## src/rtl/kl8e_console_ctrl_pkg.sv

```systemverilog
// Shared encodings for the KL8E console: device codes, IOT op codes and
// the rx/tx handshake state encodings.
package pdp8_tty_pkg;
  localparam logic [5:0] DEV_KBD_CODE = 6'o03;
  localparam logic [5:0] DEV_TTY_CODE = 6'o04;

  // keyboard ops (device 03)
  localparam logic [2:0] KCF = 3'd0;
  localparam logic [2:0] KSF = 3'd1;
  localparam logic [2:0] KCC = 3'd2;
  localparam logic [2:0] KRS = 3'd4;
  localparam logic [2:0] KIE = 3'd5;
  localparam logic [2:0] KRB = 3'd6;

  // teleprinter ops (device 04)
  localparam logic [2:0] SPF = 3'd0;
  localparam logic [2:0] TSF = 3'd1;
  localparam logic [2:0] TCF = 3'd2;
  localparam logic [2:0] TPC = 3'd4;
  localparam logic [2:0] SPI = 3'd5;
  localparam logic [2:0] TLS = 3'd6;

  typedef enum logic [1:0] {R_IDLE = 2'd0, R_REQ = 2'd1, R_CAP = 2'd2} rx_state_t;
  typedef enum logic [1:0] {T_IDLE = 2'd0, T_REQ = 2'd1, T_SETTLE = 2'd2, T_BUSY = 2'd3} tx_state_t;
endpackage

```

## src/rtl/kl8e_console_ctrl_tx_seq.sv

```systemverilog
// Teleprinter transmit sequencer: one UART transfer in flight, one pending
// character behind it, and a done pulse when the last character drains.
module kl8e_tx_seq
  import pdp8_tty_pkg::*;
(
  input  logic       clk,
  input  logic       reset,
  input  logic       start,
  input  logic [7:0] load_data,
  input  logic       tx_ack,
  input  logic       tx_empty,
  output logic       tx_req,
  output logic [7:0] tx_data,
  output logic       done
);
  tx_state_t  state;
  logic [7:0] tx_buf;
  logic       tx_pend;
  logic       resend;
  logic [7:0] next_char;

  // A load landing on the drain cycle counts as pending, so it is sent
  // straight away instead of being lost or raising the flag early.
  assign resend    = tx_pend | start;
  assign next_char = start ? load_data : tx_buf;
  assign done      = (state == T_BUSY) && tx_empty && !resend;

  always_ff @(posedge clk) begin
    if (reset) begin
      state   <= T_IDLE;
      tx_buf  <= 8'd0;
      tx_pend <= 1'b0;
      tx_req  <= 1'b0;
      tx_data <= 8'd0;
    end else begin
      if (start) tx_buf <= load_data;
      case (state)
        T_IDLE: if (start) begin
          state   <= T_REQ;
          tx_req  <= 1'b1;
          tx_data <= load_data;
        end
        // tx_data is frozen here; the UART samples it only on the ack cycle
        T_REQ: begin
          if (start) tx_pend <= 1'b1;
          if (tx_ack) begin
            tx_req <= 1'b0;
            state  <= T_SETTLE;
          end
        end
        T_SETTLE: begin
          if (start) tx_pend <= 1'b1;
          state <= T_BUSY;
        end
        T_BUSY: begin
          if (tx_empty) begin
            if (resend) begin
              tx_pend <= 1'b0;
              tx_req  <= 1'b1;
              tx_data <= next_char;
              state   <= T_REQ;
            end else begin
              state <= T_IDLE;
            end
          end else if (start) begin
            tx_pend <= 1'b1;
          end
        end
        default: state <= T_IDLE;
      endcase
    end
  end
endmodule

```

## src/rtl/kl8e_console_ctrl.sv

```systemverilog
// KL8E console teletype controller: IOT decode for keyboard/teleprinter,
// flags and interrupt enable, and the UART receive handshake.
module kl8e_console_ctrl
  import pdp8_tty_pkg::*;
#(
  parameter logic [5:0] DEV_KBD      = DEV_KBD_CODE,
  parameter logic [5:0] DEV_TTY      = DEV_TTY_CODE,
  parameter bit         STRIP_PARITY = 1'b0
) (
  input  logic        clk,
  input  logic        reset,
  input  logic        iot,
  input  logic [5:0]  io_select,
  input  logic [2:0]  io_op,
  input  logic [11:0] io_data_in,
  output logic [11:0] io_data_out,
  output logic        io_data_avail,
  output logic        io_clear_ac,
  output logic        io_skip,
  output logic        io_interrupt,
  output logic        tx_req,
  input  logic        tx_ack,
  output logic [7:0]  tx_data,
  input  logic        tx_empty,
  output logic        rx_req,
  input  logic        rx_ack,
  input  logic        rx_empty,
  input  logic [7:0]  rx_data
);
  logic       kbd_sel, tty_sel;
  logic       kbd_flag, tp_flag, ie;
  logic [7:0] kbd_buf;
  logic [7:0] rx_char;
  logic       tx_start, tx_done;
  rx_state_t  rx_state;
  logic       unused_hi_ac;

  assign unused_hi_ac = ^io_data_in[11:8];

  assign kbd_sel = iot && (io_select == DEV_KBD);
  assign tty_sel = iot && (io_select == DEV_TTY);

  assign io_interrupt  = ie & (kbd_flag | tp_flag);
  assign io_data_out   = {4'b0, kbd_buf};
  assign io_data_avail = kbd_sel && (io_op == KRS || io_op == KRB);
  assign io_clear_ac   = kbd_sel && (io_op == KCC || io_op == KRB);
  assign io_skip       = (kbd_sel && io_op == KSF && kbd_flag)
                       || (tty_sel && io_op == TSF && tp_flag)
                       || (tty_sel && io_op == SPI && io_interrupt);

  assign tx_start = tty_sel && (io_op == TPC || io_op == TLS);
  assign rx_char  = STRIP_PARITY ? {1'b0, rx_data[6:0]} : rx_data;

  kl8e_tx_seq u_tx (
    .clk       (clk),
    .reset     (reset),
    .start     (tx_start),
    .load_data (io_data_in[7:0]),
    .tx_ack    (tx_ack),
    .tx_empty  (tx_empty),
    .tx_req    (tx_req),
    .tx_data   (tx_data),
    .done      (tx_done)
  );

  always_ff @(posedge clk) begin
    if (reset) begin
      kbd_flag <= 1'b0;
      tp_flag  <= 1'b0;
      ie       <= 1'b1;
      kbd_buf  <= 8'd0;
      rx_req   <= 1'b0;
      rx_state <= R_IDLE;
    end else begin
      if (kbd_sel && (io_op == KCF || io_op == KCC || io_op == KRB)) kbd_flag <= 1'b0;
      if (kbd_sel && io_op == KIE) ie <= io_data_in[0];
      if (tty_sel && (io_op == TCF || io_op == TLS)) tp_flag <= 1'b0;
      if ((tty_sel && io_op == SPF) || tx_done) tp_flag <= 1'b1;
      // later assignment in R_CAP lets a capture beat a coincident flag clear
      case (rx_state)
        R_IDLE: if (!kbd_flag && !rx_empty) begin
          rx_state <= R_REQ;
          rx_req   <= 1'b1;
        end
        R_REQ: if (rx_ack) begin
          rx_state <= R_CAP;
          rx_req   <= 1'b0;
        end
        R_CAP: begin
          kbd_buf  <= rx_char;
          kbd_flag <= 1'b1;
          rx_state <= R_IDLE;
        end
        default: rx_state <= R_IDLE;
      endcase
    end
  end
endmodule

```

## config.mk

```make
export PLATFORM = sky130hd
export DESIGN_NAME = kl8e_console_ctrl
export DESIGN_NICKNAME = d
export VERILOG_FILES = /design/src/rtl/kl8e_console_ctrl_pkg.sv /design/src/rtl/kl8e_console_ctrl_tx_seq.sv /design/src/rtl/kl8e_console_ctrl.sv
export SDC_FILE = /design/constraint.sdc
export NUM_CORES = 1
export LEC_CHECK = 0
export CAP_MARGIN = 15
export CORE_AREA = 5 5 63 77
export CTS_BUF_LIST = sky130_fd_sc_hd__clkbuf_8
export DETAILED_ROUTE_END_ITERATION = 10
export DIE_AREA = 0 0 68 82
export GPL_TIMING_DRIVEN = 0
export PLACE_DENSITY_LB_ADDON = 0.1
export SKIP_LAST_GASP = 1
export SLEW_MARGIN = 20
export SYNTH_ARGS = -nofsm -noshare
export SYNTH_HDL_FRONTEND = slang
export SYNTH_SLANG_ARGS = --single-unit
```

## constraint.sdc

```tcl
create_clock -name clk -period 2.3 [get_ports clk]
set_input_delay 0.23 -clock clk [delete_from_list [all_inputs] [get_ports clk]]
set_output_delay 0.23 -clock clk [all_outputs]
set_load 0.01 [all_outputs]
```

==> impl_metrics.py, run 1 <==
metrics = {
    "detailed_routing": {
        "drc_errors": 0,
        "vias": 1674,
        "first_pass_iters": 4,
        "drt_iter0_drc": 52,
        "routedWlPerCell_um": 13.1,
        "viasPerCell": 5.06,
        "ant_nets": 0,
        "routed_wl_um": 4350,
    },
    "timing": {
        "max_freq_ghz": 0.442,
        "worst_pin_slew_ns": 0.599,
        "rsz0062_at_grt": "false",
        "period_share": 0.984,
        "fin_ws_ns": 0.0359,
        "whs_ns": 0.346,
        "hold_viol": 0,
        "finalSetupViolCount": 0,
        "clock_skew_ns": 0.00410,
        "drv_slew": 0,
        "post-route-min-period_ns": 2.26,
        "relSlewSlack": 0.600,
    },
    "synth": {
        "synth_cells": 213,
        "yosysWarnings": 0,
        "ys_types": 43,
        "synth_xor_area_frac": 0,
        "yosys_register_bits": 34,
        "synthMuxAreaShare": 0.0172,
        "synth-compound-area-share": 0.240,
        "synth_top_family_by_area": "simple AND/OR/NAND/NOR gates",
        "synth-edff-count": 0,
        "synthAdderAreaFrac": 0.0287,
        "avgSynthCellArea_um2": 8.18,
        "synth-simple-area-share": 0.242,
        "syn_area_mm2": 0.00174,
        "ys.flop_type": "dfxtp_1",
        "ys_top_cells_by_area": "dfxtp_1 39%, nand2_1 8.0%, a21oi_1 6.3%",
        "yosysSeqAreaShare": 0.391,
        "synth_top_area_frac": 0.391,
        "synth_top_area_cell": "dfxtp_1",
        "synthArstFlopShare": 0,
    },
    "grt": {
        "grt_pass1_wl_um": 7110,
        "top_usage_layer": "met2",
        "use_met1": 0.190,
        "grt_max_degree": 11,
        "use_met3": 0.0575,
        "antenna_found_initial": 0,
        "track_usage": 0.168,
        "gr-total-overflow": 0,
        "grt_pass1_vias": 1602,
        "grt_use_met2": 0.289,
    },
    "placement": {
        "dp_slack_ns": -0.357,
        "port_buffers": 52,
        "gp_congestion": 0.807,
        "dp.final_hpwl_um": 3330,
    },
    "cells_and_area": {
        "final_net_count": 315,
        "fillCellCount": 386,
        "final_common_cell": "clkdlybuf4s50_1",
        "mostFrequentLayoutCells": "49 x clkdlybuf4s50_1, 37 x nand2_1, 34 x dfxtp_1",
        "drive_gt1_frac": 0.0909,
        "antenna_cells": 0,
        "area_growth_pct": 39.1,
    },
    "hold_path": {
        "hold_path.class": "input pin to flip-flop",
    },
    "worst_setup_path": {
        "worstSetupPathType": "input pin to output pin",
        "critPathArrivalTime_ns": 2.03,
        "end_kind": "output pin",
        "cp.required_ns": 2.07,
        "crit_path_start_kind": "input pin",
        "cp_max_fo": 10,
    },
    "power_and_ir_drop": {
        "comb_power_share": 0.265,
        "p_sw_frac": 0.302,
        "leakagePower_nw": 0.874,
        "p_clk_frac": 0.295,
        "total_power_mw": 1.41,
        "p_seq_frac": 0.440,
        "vdd_drop_max_mv": 0.334,
        "p_int_mw": 0.987,
        "p_sw_mw": 0.426,
        "power_density_mw_per_mm2": 583,
    },
    "cts": {
        "clock_latency_ns": 0.29,
        "h-tree-depth": 2,
        "cts_tree": "done",
        "cts_buffer_depth": 2,
        "hold_buffers": 0,
        "numClockSinks": 34,
        "cts-root-buf": "clkbuf_8",
        "cts_inserted_buffers": 5,
        "clk_pin_slew_ns": 0.07,
    },
    "floorplan": {
        "io_pins": 62,
        "die_w_um": 68,
        "row_count": 26,
        "fp.dieH_um": 82,
        "die_area_mm2": 0.00558,
        "coreArea_mm2": 0.00407,
        "start_util": 0.428,
    },
    "run_status": {
        "status": "complete, no violations",
    },
    "job": {
        "max_cap_violations": 0,
    },
}
logic make-up after synthesis:
kind of cell	Yosys count
AOI/OAI and AO/OA	59
adders and majority gates	4
buffers and inverters	26
DFF	34
muxes	3
other	1
and+or+nand+nor	86
Yosys cell counts, drive strengths merged, types with 3 or more instances:
master  number
a211oi       8
nand2b      14
buf         10
nor3         7
inv          8
nand2       37
dfxtp       34
nor2        14
mux2i        3
a21oi       23
clkbuf       8
nor2b        3
o221ai       7
ha           4
o21ai        5
registers in the layout, indices dropped and copies added, names as in the netlist:
| name | cells |
|---|---|
| u_tx.tx_pend | 1 |
| kbd_buf | 8 |
| u_tx.tx_req | 1 |
| ie | 1 |
| u_tx.state | 2 |
| u_tx.tx_buf | 8 |
| rx_state | 2 |
| rx_req | 1 |
| u_tx.tx_data | 8 |
| kbd_flag | 1 |
| tp_flag | 1 |
what timing repair did:
| item | in CTS | in global routing |
|---|---|---|
| setup buffers | 0 | 0 |
| resized for setup | 3 | 4 |
| endpoints found under the hold margin | 0 | 0 |
| endpoints found under the setup margin | 3 | 2 |
layout make-up:
type	instances	area [µm²]	area share
plain buffers	18	108	0.0444
repair buffers	52	514	0.212
multi-input cells	156	941	0.388
inverters	8	30.0	0.0124
clock inverters	2	10.0	0.00413
well taps	56	70.1	0.0289
flip-flops and latches	34	681	0.281
clock buffers	5	68.8	0.0284
per-stage QoR:
stage          TNS (ns)  instances  area (µm²)   util
6_report              0        331        2420  0.596
5_1_grt               0        331        2420  0.596
4_1_cts         -0.0523        331        2420  0.595
3_5_place_dp      -1.76        324        2340  0.576
3_3_place_gp      -1.40        324        2340  0.576
2_1_floorplan         0        216        1750      -
path summary, 6_finish.rpt:
kind	startpoint	end	slack, ns	cells after the start
worst max register to register	u_tx.state[0]	u_tx.tx_data[7]	0.39	6
worst min-delay path	reset	ie	0.35	2
worst min register to register	kbd_buf[7]	kbd_buf[7]	0.45	2
worst max-delay path	io_select[5]	io_clear_ac	0.04	6
worst max-delay path, stage by stage:
cell and delay, ns:
clkdlybuf4s50_1 0.40, or4b_4 0.55, buf_6 0.17, or2_2 0.30, nor2_1 0.10, dlygate4sd2_1 0.28
metal layers:
metal / vias up / routed length (µm) / part of all wire
met1: 763 / 1810 / 0.42
li1: 865 / - / -
met4: 0 / 57 / 0.013
met5: - / 0 / 0
met2: 40 / 2180 / 0.50
met3: 6 / 307 / 0.071
power groups by stage:
stage / Combinational [mW] / Clock, mW / Sequential, mW
global route: 0.419 / 0.453 / 0.626
detailed placement: 0.377 / 0 / 0.635
global placement: 0.369 / 0 / 0.635
CTS: 0.378 / 0.431 / 0.622
floorplan: 0.243 / 0 / 0.634
finish: 0.375 / 0.416 / 0.622
(Power assumes the default switching activity.)
==> run 2, diff against run 1 <==
- CAP_MARGIN: 15 -> 20
==> results of run 2 <==
No change in the layout: final DEF, timing and power equal those of run 1.
==> run 3, diff against run 2 <==
- CAP_MARGIN: 20 -> unset
- PLACE_DENSITY: unset -> 0.87
- PLACE_DENSITY_LB_ADDON: 0.1 -> unset
==> impl_metrics.py, run 3 (synthesis gave the netlist of run 1 again) <==
metrics = {
    "run_status": {
        "status": "complete, no violations",
    },
    "timing": {
        "finalSetupViolCount": 0,
        "max_freq_ghz": 0.444,
        "fin_ws_ns": 0.0499,
        "relSlewSlack": 0.620,
        "clock_skew_ns": 0.00351,
        "hold_viol": 0,
        "post-route-min-period_ns": 2.25,
        "worst_pin_slew_ns": 0.567,
        "rsz0062_at_grt": "false",
        "period_share": 0.978,
        "drv_slew": 0,
    },
    "power_and_ir_drop": {
        "power_density_mw_per_mm2": 598,
        "vdd_drop_max_mv": 0.477,
        "leakagePower_nw": 0.873,
    },
    "worst_setup_path": {
        "crit_path_start_kind": "input pin",
        "cp.required_ns": 2.07,
        "end_kind": "output pin",
        "critPathArrivalTime_ns": 2.02,
        "cpLargestDelayFamily": "simple AND/OR/NAND/NOR gates",
        "cp_max_fo": 10,
        "slowest_stage": "or4b_4",
        "worstSetupPathType": "input pin to output pin",
        "cp_num_buf_inv": 3,
        "max_stage_delay_ns": 0.55,
        "path_cells": "clkdlybuf4s50_1 > or4b_4 > buf_6 > or2_2 > nor2_1 > clkdlybuf4s15_1",
    },
    "detailed_routing": {
        "drt_iter0_drc": 103,
        "vias": 1742,
        "drc_errors": 0,
        "viasPerCell": 5.25,
        "routedWlPerCell_um": 13.0,
        "first_pass_iters": 5,
        "routed_wl_um": 4330,
        "ant_nets": 0,
    },
    "floorplan": {
        "io_pins": 62,
        "die_w_um": 68,
        "fp.dieH_um": 82,
        "row_count": 26,
        "die_area_mm2": 0.00558,
        "start_util": 0.428,
        "coreArea_mm2": 0.00407,
    },
    "cells_and_area": {
        "reg_top3": "kbd_buf x8, u_tx.tx_buf x8, u_tx.tx_data x8",
        "area_growth_pct": 39.8,
        "layout.cells.non_filler": 332,
        "final_net_count": 315,
        "mostFrequentLayoutCells": "49 x clkdlybuf4s50_1, 37 x nand2_1, 34 x dfxtp_1",
        "fillCellCount": 354,
        "antenna_cells": 0,
        "drive_gt1_frac": 0.0978,
        "final_common_cell": "clkdlybuf4s50_1",
    },
    "cts": {
        "hold_buffers": 0,
        "cts_inserted_buffers": 5,
        "clk_pin_slew_ns": 0.07,
        "h-tree-depth": 2,
        "clock_latency_ns": 0.29,
        "cts_tree": "done",
        "numClockSinks": 34,
        "cts_buffer_depth": 2,
        "cts-root-buf": "clkbuf_8",
    },
    "placement": {
        "gp_congestion": 0.773,
        "place_inst": 324,
        "dp_slack_ns": -0.311,
        "port_buffers": 52,
        "dp.final_hpwl_um": 3230,
    },
    "grt": {
        "gr-total-overflow": 0,
        "track_usage": 0.160,
        "antenna_found_initial": 0,
        "grt_pass1_wl_um": 6820,
        "grt_pass1_vias": 1577,
        "grt_max_degree": 12,
    },
    "job": {
        "max_cap_violations": 0,
    },
    "hold_path": {
        "hold_path.class": "input pin to flip-flop",
    },
}
run 3: layout make-up:
| type | instances | area [µm²] | area share |
|---|---|---|---|
| multi-input cells | 156 | 941 | 0.386 |
| well taps | 56 | 70.1 | 0.0288 |
| repair buffers | 52 | 510 | 0.210 |
| flip-flops and latches | 34 | 681 | 0.280 |
| clock inverters | 2 | 12.5 | 0.00514 |
| inverters | 8 | 30.0 | 0.0123 |
| plain buffers | 18 | 108 | 0.0442 |
| clock buffers | 6 | 82.6 | 0.0339 |
run 3: repair_timing:
action	4_1_cts	5_1_grt
endpoints found under the setup margin	3	3
gates resized for setup	3	6
buffers inserted	0	0
run 3: metal layers:
metal	part of all wire	global-route usage	wire (µm)
met1	0.39	0.166	1680
met2	0.50	0.277	2150
met3	0.10	0.0793	454
met4	0.012	0.0557	50
met5	0	0	0
run 3: worst register-to-register path, delay by kind of cell (launching register included):
| kind | cells | cell delay, ns |
|---|---|---|
| flip-flops | 1 | 0.34 |
| buffers and inverters | 1 | 0.14 |
| multiplexers | 1 | 0.16 |
| adder cells (fa/ha/maj) | 1 | 0.32 |
| AO/OA/AOI/OAI | 2 | 0.73 |
| AND/OR/NAND/NOR | 1 | 0.11 |
run 3: path summary, 6_finish.rpt:
check / startpoint / slack, ns / endpoint / cells past startpoint
min reg2reg: kbd_buf[0] / 0.46 / kbd_buf[0] / 2
min: reset / 0.33 / ie / 2
max reg2reg: u_tx.state[0] / 0.42 / u_tx.tx_data[3] / 6
max: io_select[5] / 0.05 / io_data_avail / 6
run 3: where the power goes:
part           leakage (nW)  switching [mW]  internal [mW]
Clock                0.0472           0.222          0.240
Sequential            0.275          0.0159          0.606
Combinational         0.552           0.195          0.177
run 3: metrics by stage:
stage                     utilization  power (mW)  instance area (µm²)  hold slack [ns]  TNS, ns
final                           0.599        1.46                 2430            0.334        0
after global routing            0.599        1.53                 2430            0.364        0
after CTS                       0.599        1.46                 2430            0.325  -0.0256
after detailed placement        0.576        1.00                 2340            0.449    -1.37
after global placement          0.576       0.993                 2340            0.440    -1.21
after floorplan                     -       0.878                 1750            0.337        0
